===== config.mk =====
export PLATFORM = sky130hd
export DESIGN_NAME = ram64_block_mover_flat
export DESIGN_NICKNAME = d
export VERILOG_FILES = /design/src/rtl/ram64_block_mover_if.sv /design/src/rtl/ram64_block_mover.sv /design/src/flat_wrapper.sv
export SDC_FILE = /design/constraint.sdc
export NUM_CORES = 1
export LEC_CHECK = 0
export CAP_MARGIN = 10
export CORE_MARGIN = 3
export CORE_UTILIZATION = 25
export CTS_CLUSTER_SIZE = 30
export DETAILED_ROUTE_END_ITERATION = 8
export PLACE_DENSITY = 0.52
export SETUP_SLACK_MARGIN = 0.5
export SYNTH_ARGS = -nofsm -noshare
export SYNTH_HDL_FRONTEND = slang
export SYNTH_SLANG_ARGS = --single-unit

===== constraint.sdc =====
create_clock -name clk -period 3.66 [get_ports clk]
set_clock_uncertainty 0.15 [all_clocks]
set_input_delay 0.549 -clock clk [delete_from_list [all_inputs] [get_ports clk]]
set_output_delay 0.549 -clock clk [all_outputs]
set_load 0.01 [all_outputs]

===== src/rtl/ram64_block_mover_if.sv =====
// Handshake and RAM-port bundle for ram64_block_mover.
// slave = mover side, master = controller side, mem = the RAM instance.
interface ram64_block_mover_if #(
  parameter int ADDR_W = 6,
  parameter int DATA_W = 16
);
  logic              start;
  logic              fill;
  logic [ADDR_W-1:0] src;
  logic [ADDR_W-1:0] dst;
  logic [ADDR_W:0]   len;
  logic [DATA_W-1:0] pattern;
  logic              busy;
  logic              done;
  logic [ADDR_W-1:0] mem_address;
  logic [DATA_W-1:0] mem_in;
  logic              mem_load;
  logic [DATA_W-1:0] mem_out;

  modport slave (
    input  start, fill, src, dst, len, pattern, mem_out,
    output busy, done, mem_address, mem_in, mem_load
  );

  modport master (
    output start, fill, src, dst, len, pattern,
    input  busy, done
  );

  modport mem (
    input  mem_address, mem_in, mem_load,
    output mem_out
  );
endinterface


===== src/rtl/ram64_block_mover.sv =====
// Block copy / fill engine and sole master of one 64x16 RAM while busy.
// state   | meaning
// S_IDLE  | waiting for start; RAM port quiet
// S_READ  | copy only: present src_ptr, capture RAM word into buffer
// S_WRITE | write buffer (copy) or pattern (fill) at dst_ptr
// S_DONE  | one-cycle done pulse
module ram64_block_mover #(
  parameter int ADDR_W = 6,
  parameter int DATA_W = 16
) (
  input  logic                 clk,
  input  logic                 reset,
  ram64_block_mover_if.slave   bus_if
);

  typedef enum logic [1:0] {
    S_IDLE  = 2'd0,
    S_READ  = 2'd1,
    S_WRITE = 2'd2,
    S_DONE  = 2'd3
  } state_e;

  localparam logic [ADDR_W:0]   MAX_LEN  = (ADDR_W+1)'(1 << ADDR_W);
  localparam logic [ADDR_W-1:0] PTR_ONE  = ADDR_W'(1);
  localparam logic [ADDR_W:0]   CNT_ONE  = (ADDR_W+1)'(1);

  state_e              state_q,   state_d;
  logic [ADDR_W-1:0]   src_ptr_q, src_ptr_d;
  logic [ADDR_W-1:0]   dst_ptr_q, dst_ptr_d;
  logic [ADDR_W:0]     count_q,   count_d;
  logic [DATA_W-1:0]   buf_q,     buf_d;
  logic                fill_q,    fill_d;
  logic [DATA_W-1:0]   pattern_q, pattern_d;
  logic [ADDR_W:0]     len_sat;

  always_ff @(posedge clk or posedge reset) begin
    if (reset) begin
      state_q   <= S_IDLE;
      src_ptr_q <= '0;
      dst_ptr_q <= '0;
      count_q   <= '0;
      buf_q     <= '0;
      fill_q    <= 1'b0;
      pattern_q <= '0;
    end else begin
      state_q   <= state_d;
      src_ptr_q <= src_ptr_d;
      dst_ptr_q <= dst_ptr_d;
      count_q   <= count_d;
      buf_q     <= buf_d;
      fill_q    <= fill_d;
      pattern_q <= pattern_d;
    end
  end

  // Lengths above a full RAM clamp to one pass over every address.
  assign len_sat = (bus_if.len > MAX_LEN) ? MAX_LEN : bus_if.len;

  always_comb begin
    state_d            = state_q;
    src_ptr_d          = src_ptr_q;
    dst_ptr_d          = dst_ptr_q;
    count_d            = count_q;
    buf_d              = buf_q;
    fill_d             = fill_q;
    pattern_d          = pattern_q;
    bus_if.busy        = 1'b0;
    bus_if.done        = 1'b0;
    bus_if.mem_address = '0;
    bus_if.mem_in      = '0;
    bus_if.mem_load    = 1'b0;

    case (state_q)
      S_IDLE: begin
        if (bus_if.start) begin
          src_ptr_d = bus_if.src;
          dst_ptr_d = bus_if.dst;
          count_d   = len_sat;
          fill_d    = bus_if.fill;
          pattern_d = bus_if.pattern;
          if (len_sat == '0)
            state_d = S_DONE;
          else if (bus_if.fill)
            state_d = S_WRITE;
          else
            state_d = S_READ;
        end
      end

      S_READ: begin
        bus_if.busy        = 1'b1;
        bus_if.mem_address = src_ptr_q;
        buf_d              = bus_if.mem_out;
        state_d            = S_WRITE;
      end

      S_WRITE: begin
        bus_if.busy        = 1'b1;
        bus_if.mem_address = dst_ptr_q;
        bus_if.mem_load    = 1'b1;
        bus_if.mem_in      = fill_q ? pattern_q : buf_q;
        // Pointers wrap naturally at the address width.
        src_ptr_d          = src_ptr_q + PTR_ONE;
        dst_ptr_d          = dst_ptr_q + PTR_ONE;
        count_d            = count_q - CNT_ONE;
        if (count_q == CNT_ONE)
          state_d = S_DONE;
        else if (fill_q)
          state_d = S_WRITE;
        else
          state_d = S_READ;
      end

      S_DONE: begin
        bus_if.done = 1'b1;
        state_d     = S_IDLE;
      end

      default: state_d = S_IDLE;
    endcase
  end

endmodule


===== src/flat_wrapper.sv =====
// flat-port wrapper written by rule: the top's interface ports become plain ports
module ram64_block_mover_flat 
#(
  parameter int ADDR_W = 6,
  parameter int DATA_W = 16
)
  (clk, reset, bus_if_start, bus_if_fill, bus_if_src, bus_if_dst, bus_if_len, bus_if_pattern, bus_if_mem_out, bus_if_busy, bus_if_done, bus_if_mem_address, bus_if_mem_in, bus_if_mem_load);
  ram64_block_mover_if #(.ADDR_W(ADDR_W), .DATA_W(DATA_W)) bus_if_i ();
  input  logic clk;
  input  logic reset;
  input wire logic [$bits(bus_if_i.start)-1:0] bus_if_start;
  input wire logic [$bits(bus_if_i.fill)-1:0] bus_if_fill;
  input wire logic [$bits(bus_if_i.src)-1:0] bus_if_src;
  input wire logic [$bits(bus_if_i.dst)-1:0] bus_if_dst;
  input wire logic [$bits(bus_if_i.len)-1:0] bus_if_len;
  input wire logic [$bits(bus_if_i.pattern)-1:0] bus_if_pattern;
  input wire logic [$bits(bus_if_i.mem_out)-1:0] bus_if_mem_out;
  output wire logic [$bits(bus_if_i.busy)-1:0] bus_if_busy;
  output wire logic [$bits(bus_if_i.done)-1:0] bus_if_done;
  output wire logic [$bits(bus_if_i.mem_address)-1:0] bus_if_mem_address;
  output wire logic [$bits(bus_if_i.mem_in)-1:0] bus_if_mem_in;
  output wire logic [$bits(bus_if_i.mem_load)-1:0] bus_if_mem_load;
  assign bus_if_i.start = bus_if_start;
  assign bus_if_i.fill = bus_if_fill;
  assign bus_if_i.src = bus_if_src;
  assign bus_if_i.dst = bus_if_dst;
  assign bus_if_i.len = bus_if_len;
  assign bus_if_i.pattern = bus_if_pattern;
  assign bus_if_i.mem_out = bus_if_mem_out;
  assign bus_if_busy = bus_if_i.busy;
  assign bus_if_done = bus_if_i.done;
  assign bus_if_mem_address = bus_if_i.mem_address;
  assign bus_if_mem_in = bus_if_i.mem_in;
  assign bus_if_mem_load = bus_if_i.mem_load;
  ram64_block_mover #(.ADDR_W(ADDR_W), .DATA_W(DATA_W)) u_core (.clk(clk), .reset(reset), .bus_if(bus_if_i));
endmodule

==> flow_summary.yaml, run 1 <==
floorplan:
  die_w_um: 115
  die_area_mm2: 0.0133
  die_y_um: 115
  io_pins: 80
  coreArea_mm2: 0.0116
  start_util_pct: 25.9
  rows: 39
drt:
  drt-pass1-iter-count: 4
  wl_per_cell_um: 14.7
  drt_iter0_drc: 117
  ant_nets: 0
  drcViolationCount: 0
  dr_total_vias: 2378
  post_drt_via_cell_ratio: 4.71
  drt_wl_total_um: 7420
cells_and_area:
  fillers: 1154
  area_growth_pct: 35.5
  diodes: 0
  drive_gt1_share_pct: 14.4
  nets: 424
sta:
  relSlewSlack_pct: 31.2
  fmax_mhz: 339
  finalSetupTns_ps: 0
  fin_crit_sh_pct: 80.7
  finalHoldViolCount: 0
  tightest_slew_ps: 1030
  final-setup-viol-count: 0
  rsz0062_at_grt: "no"
  slew_violations: 0
  fin_ws_ps: 707
  fin_crit_ps: 2950
  holdWs_ps: 356
critical_path:
  crit_required_ps: 2960
  start_kind: "register"
  crit_type: "register to primary output"
  cp_max_fo: 19
  crit_path_end_kind: "primary output"
  arrival_ps: 2250
clock_network:
  clk_pin_slew_worst_paths_ps: 70
  postCtsSetupBuffers: 0
  numCtsBuffers: 5
  cts_htree_levels: 2
  cts-root-buf: "clkbuf_16"
  clockBufferDepth: 2
  clock_latency_ps: 290
  cts.sinks: 54
  cts_tree: "built"
global_route:
  grt_pass1_wl_um: 12100
  antenna_found_initial: 0
  grt_pass1_vias: 2424
  grt_overflow: 0
  grt_usage_pct: 11.5
  grt_max_degree: 55
yosys:
  ys_async_sr_fraction_pct: 100
  ys_warn_count: 0
  synth-seq-area-share_pct: 45.2
  netlist_instances: 288
  synth-main-ff-cell: "dfrtp_1"
  synth_area_mm2: 0.00299
  synth_seq_cells: 54
  synth_edf_count: 0
  syn_nets: 351
  ys_types: 36
  syn_area_per_cell_um2: 10.4
power:
  peakVddDrop_uv: 322
  p_seq_share_pct: 34.0
  power_switching_mw: 1.31
  power.total_mw: 3.44
  switching_share_pct: 38.0
  intPower_mw: 2.13
  power.density_mw_per_mm2: 849
  clock_power_share_pct: 13.7
  leakage_nw: 1.66
  combPwrFrac_pct: 52.3
placement:
  gp_congestion: 0.806
  portBuffers: 79
  hpwl_um: 5290
  place_ws_ps: 819
run:
  max-cap-violations: 0
min_path:
  hold_class: "register to register"
status:
  status: "finished clean"
==> cell usage in the layout (no fill, tap or decap), types with 3 or more instances in the layout <==
cell type	count
ha_1	6
a2bb2oi_1	3
dfrtp_1	54
clkbuf_16	5
mux2i_1	19
o21ai_0	12
a31oi_1	9
nor2_1	13
nand3_1	9
a21oi_1	16
clkdlybuf4s50_1	79
buf_4	5
and3_1	5
nor2b_1	22
mux2_2	33
inv_1	14
o22ai_1	11
o21ai_1	3
a22oi_1	6
nand2_1	15
==> final timing paths <==
check | startpoint | to | slack (ps) | depth (start not counted)
worst max-delay path | u_core.fill_q | bus_if_mem_in[1] | 710 | 3
max in group asynchronous | reset | u_core.count_q[3] | 2260 | 3
worst min register to register | u_core.pattern_q[0] | u_core.pattern_q[0] | 360 | 1
min in group asynchronous | reset | u_core.buf_q[11] | 610 | 3
worst min-delay path | u_core.pattern_q[0] | u_core.pattern_q[0] | 360 | 1
worst max register to register | u_core.state_q[0] | u_core.count_q[6] | 1230 | 6
==> per-stage QoR <==
step	std cells	utilization, %	instance area (um^2)
finish	505	35.1	4050
global route	505	35.1	4050
CTS	505	35.0	4050
detailed placement	497	33.7	3900
global placement	497	33.7	3900
floorplan	288	-	2990
==> cell usage after synthesis (3+ instances only) <==
cell type / number / area, um^2
buf_2: 11 / 55.1
o21ai_0: 12 / 60.1
a21oi_1: 16 / 80.1
nand2_1: 15 / 56.3
inv_1: 15 / 56.3
a31oi_1: 9 / 56.3
o21ai_1: 3 / 15.0
mux2_2: 33 / 372
nand3_1: 9 / 45.0
ha_1: 8 / 100
o22ai_1: 11 / 68.8
a22oi_1: 6 / 45.0
and3_1: 5 / 31.3
clkbuf_1: 3 / 11.3
nor2_1: 13 / 48.8
nor2b_1: 22 / 138
dfrtp_1: 54 / 1350
mux2i_1: 19 / 190
a2bb2oi_1: 3 / 26.3
==> worst max-delay path, cell delays in order (launching register included) <==
cell	delay, ps
dfrtp_1	1030
mux2i_1	170
nor2b_1	200
clkdlybuf4s50_1	570
==> area by class of cell <==
| cell class | instances | area, um^2 | area share, % |
|---|---|---|---|
| flip-flops and latches | 54 | 1350 | 33.3 |
| repair buffers | 84 | 828 | 20.4 |
| multi-input cells | 201 | 1500 | 36.9 |
| clock inverters | 2 | 13.8 | 0.340 |
| well taps | 143 | 179 | 4.41 |
| inverters | 15 | 56.3 | 1.39 |
| clock buffers | 6 | 129 | 3.18 |
==> metal layers <==
layer / global-route usage (%) / up-vias / wire length (um)
li1: - / 1172 / -
met1: 15.9 / 1132 / 3540
met2: 18.5 / 67 / 3440
met3: 2.66 / 7 / 380
met4: 2.58 / 0 / 63
met5: 0 / - / 0
==> power by group through the flow <==
| stage | clock network, mW | logic, mW | registers [mW] |
|---|---|---|---|
| finish | 0.472 | 1.80 | 1.17 |
| global route | 0.513 | 2.02 | 1.23 |
| CTS | 0.496 | 1.83 | 1.17 |
| detailed placement | 0 | 1.81 | 1.18 |
| global placement | 0 | 1.80 | 1.17 |
| floorplan | 0 | 1.31 | 1.06 |
==> kinds of logic after synthesis <==
group / after synthesis / synth area share (%)
simple gates: 74 / 13.7
compound gates: 67 / 13.7
buf+inv: 33 / 5.35
mux: 52 / 18.8
flops: 54 / 45.2
fa+ha+maj: 8 / 3.34
==> state kept, by name (all words and copies together) (netlist names) <==
signal and count:
u_core.dst_ptr_q 6, u_core.pattern_q 16, u_core.src_ptr_q 6, u_core.state_q 2, u_core.buf_q 16, u_core.fill_q 1, u_core.count_q 7
==> repair_timing <==
action                     CTS  global route
hold endpoints to repair     0             0
setup endpoints to repair    1             3
resized for setup            1             1
hold buffers                 0             0
(Power assumes the default switching activity.)
==> inputs of run 2 (changes only) <==
- PLACE_DENSITY: 0.52 -> 0.53
- clock period: 3.66 -> 2.43 ns (I/O delays scaled with it)
==> run 2 against run 1 <==
- total power increased by 76%
- worst hold slack got worse by 58 ps
- combinational power increased by 89%
- setup slack got worse by 370 ps
- first-iteration DRC count decreased by 45%
- utilization increased by 3.6 points
- clock-buffer cell count unchanged
==> flow_summary.yaml, run 2 (synthesized netlist as in run 1, its figures left out) <==
status:
  status: "finished clean"
critical_path:
  arrival_ps: 1570
  cp_max_fo: 5
  start_kind: "register"
  crit_path_end_kind: "primary output"
  cp-endpoint: "bus_if_mem_address[1]"
  r2r_slack_ps: 470
  r2r-start: "u_core.state_q[1]"
  startpoint: "u_core.state_q[1]"
  crit_required_ps: 1920
  r2r_cells: 8
  reg2reg_to: "u_core.count_q[6]"
  crit_type: "register to primary output"
clock_network:
  holdBufCountCts: 0
  numCtsBuffers: 5
  clockBufferDepth: 2
  clk_pin_slew_worst_paths_ps: 70
  cts_tree: "built"
  cts_htree_levels: 2
  clock_latency_ps: 290
  cts-root-buf: "clkbuf_16"
  cts.sinks: 54
global_route:
  globalRouteMet2Util_pct: 21.5
  grt_usage_pct: 12.6
  grt_max_degree: 55
  use_met3_pct: 3.29
  grt_pass1_vias: 2684
  antenna_found_initial: 0
  met1_usage_pct: 15.9
  grt_pass1_wl_um: 13400
  grt.busiest_layer: "met2"
  grt_overflow: 0
sta:
  fin_crit_sh_pct: 86.0
  slew_violations: 0
  finalHoldViolCount: 0
  fin_crit_ps: 2090
  rsz0062_at_grt: "yes"
  fmax_mhz: 479
  relSlewSlack_pct: 75.2
  final-setup-viol-count: 0
  tightest_slew_ps: 369
  finalSetupTns_ps: 0
floorplan:
  start_util_pct: 25.9
  io_pins: 80
  rows: 39
  die_w_um: 115
  die_area_mm2: 0.0133
  coreArea_mm2: 0.0116
  die_y_um: 115
min_path:
  hold_class: "input port to asynchronous set/reset pin"
drt:
  ant_nets: 0
  wl_per_cell_um: 15.5
  drt_iter0_drc: 64
  dr_total_vias: 2543
  post_drt_via_cell_ratio: 4.75
  drt_wl_total_um: 8300
  drcViolationCount: 0
  drt-pass1-iter-count: 4
power:
  p_seq_share_pct: 27.9
  power_switching_mw: 2.21
  peakVddDrop_uv: 429
  intPower_mw: 3.85
  clock_power_share_pct: 15.9
  combPwrFrac_pct: 56.2
  switching_share_pct: 36.5
  leakage_nw: 1.92
  power.density_mw_per_mm2: 1360
cells_and_area:
  fin_util_pct: 38.6
  nets: 454
  most-common-layout-cells: "54 x clkdlybuf4s50_1, 54 x dfrtp_1, 33 x mux2_2"
  area_growth_pct: 49.3
  reg.largest.list: "u_core.buf_q (16), u_core.pattern_q (16), u_core.count_q (7)"
  drive_gt1_share_pct: 31.4
  diodes: 0
placement:
  portBuffers: 79
  gp_congestion: 0.778
  hpwl_um: 5570
run:
  max-cap-violations: 0
-- run 2: power by group through the flow --
stage / Sequential, mW / Combinational, mW / Clock [mW]
after floorplan: 1.60 / 1.98 / 0
after global placement: 1.68 / 2.91 / 0
after detailed placement: 1.70 / 2.95 / 0
after CTS: 1.69 / 3.19 / 0.984
after global routing: 1.76 / 3.75 / 1.02
final: 1.69 / 3.41 / 0.963
-- run 2: area by class of cell --
class / count / area [um^2]
fillers: 1149 / 7100
flip-flops and latches: 54 / 1350
clock inverters: 2 / 60.1
inverters: 15 / 58.8
repair buffers: 114 / 1100
multi-input cells: 201 / 1580
well taps: 143 / 179
clock buffers: 6 / 139
-- run 2: worst min path at each step --
stage	start	endpoint	slack, ps	depth (start not counted)
after floorplan	u_core.pattern_q[0]	u_core.pattern_q[0]	330	1
after global placement	u_core.pattern_q[11]	u_core.pattern_q[11]	340	1
after detailed placement	u_core.buf_q[14]	u_core.buf_q[14]	340	1
after CTS	reset	u_core.pattern_q[11]	310	3
after global routing	reset	u_core.pattern_q[14]	340	3
final	reset	u_core.pattern_q[14]	300	3
-- run 2: timing repair --
item	in CTS	in global routing
setup buffers	12	11
pin swaps	5	3
setup endpoints to repair	55	61
gates resized for setup	92	33
cloned	1	0
-- run 2: stage by stage --
| step | total power [mW] | setup slack, ps | std cells | hold WS [ps] | area, um^2 |
|---|---|---|---|---|---|
| 2_1_floorplan | 3.58 | 547 | 288 | 329 | 3000 |
| 3_3_place_gp | 4.59 | 175 | 503 | 338 | 3980 |
| 3_5_place_dp | 4.65 | 141 | 503 | 344 | 3980 |
| 4_1_cts | 5.86 | 343 | 524 | 312 | 4350 |
| 5_1_grt | 6.53 | 250 | 535 | 343 | 4470 |
| 6_report | 6.06 | 341 | 535 | 298 | 4470 |
-- run 2: routing by layer --
metal	routed length [um]	vias to the layer above	share of wire, %
li1	-	1229	-
met1	3750	1248	45
met2	4020	59	48
met3	452	7	5.4
met4	76	0	0.92
met5	0	-	0
-- run 2: critical path: stages (launching register included) --
cell	delay [ps]
dfrtp_1	410
buf_6	130
ha_4	180
buf_6	130
buf_6	110
a22oi_2	140
nor2b_1	60
buf_2	130
==> inputs of run 3 (changes only) <==
- GPL_ROUTABILITY_DRIVEN: unset -> 0
- SLEW_MARGIN: unset -> 20
==> results of run 3 <==
The final DEF is identical to that of run 2; final timing and power are the same.
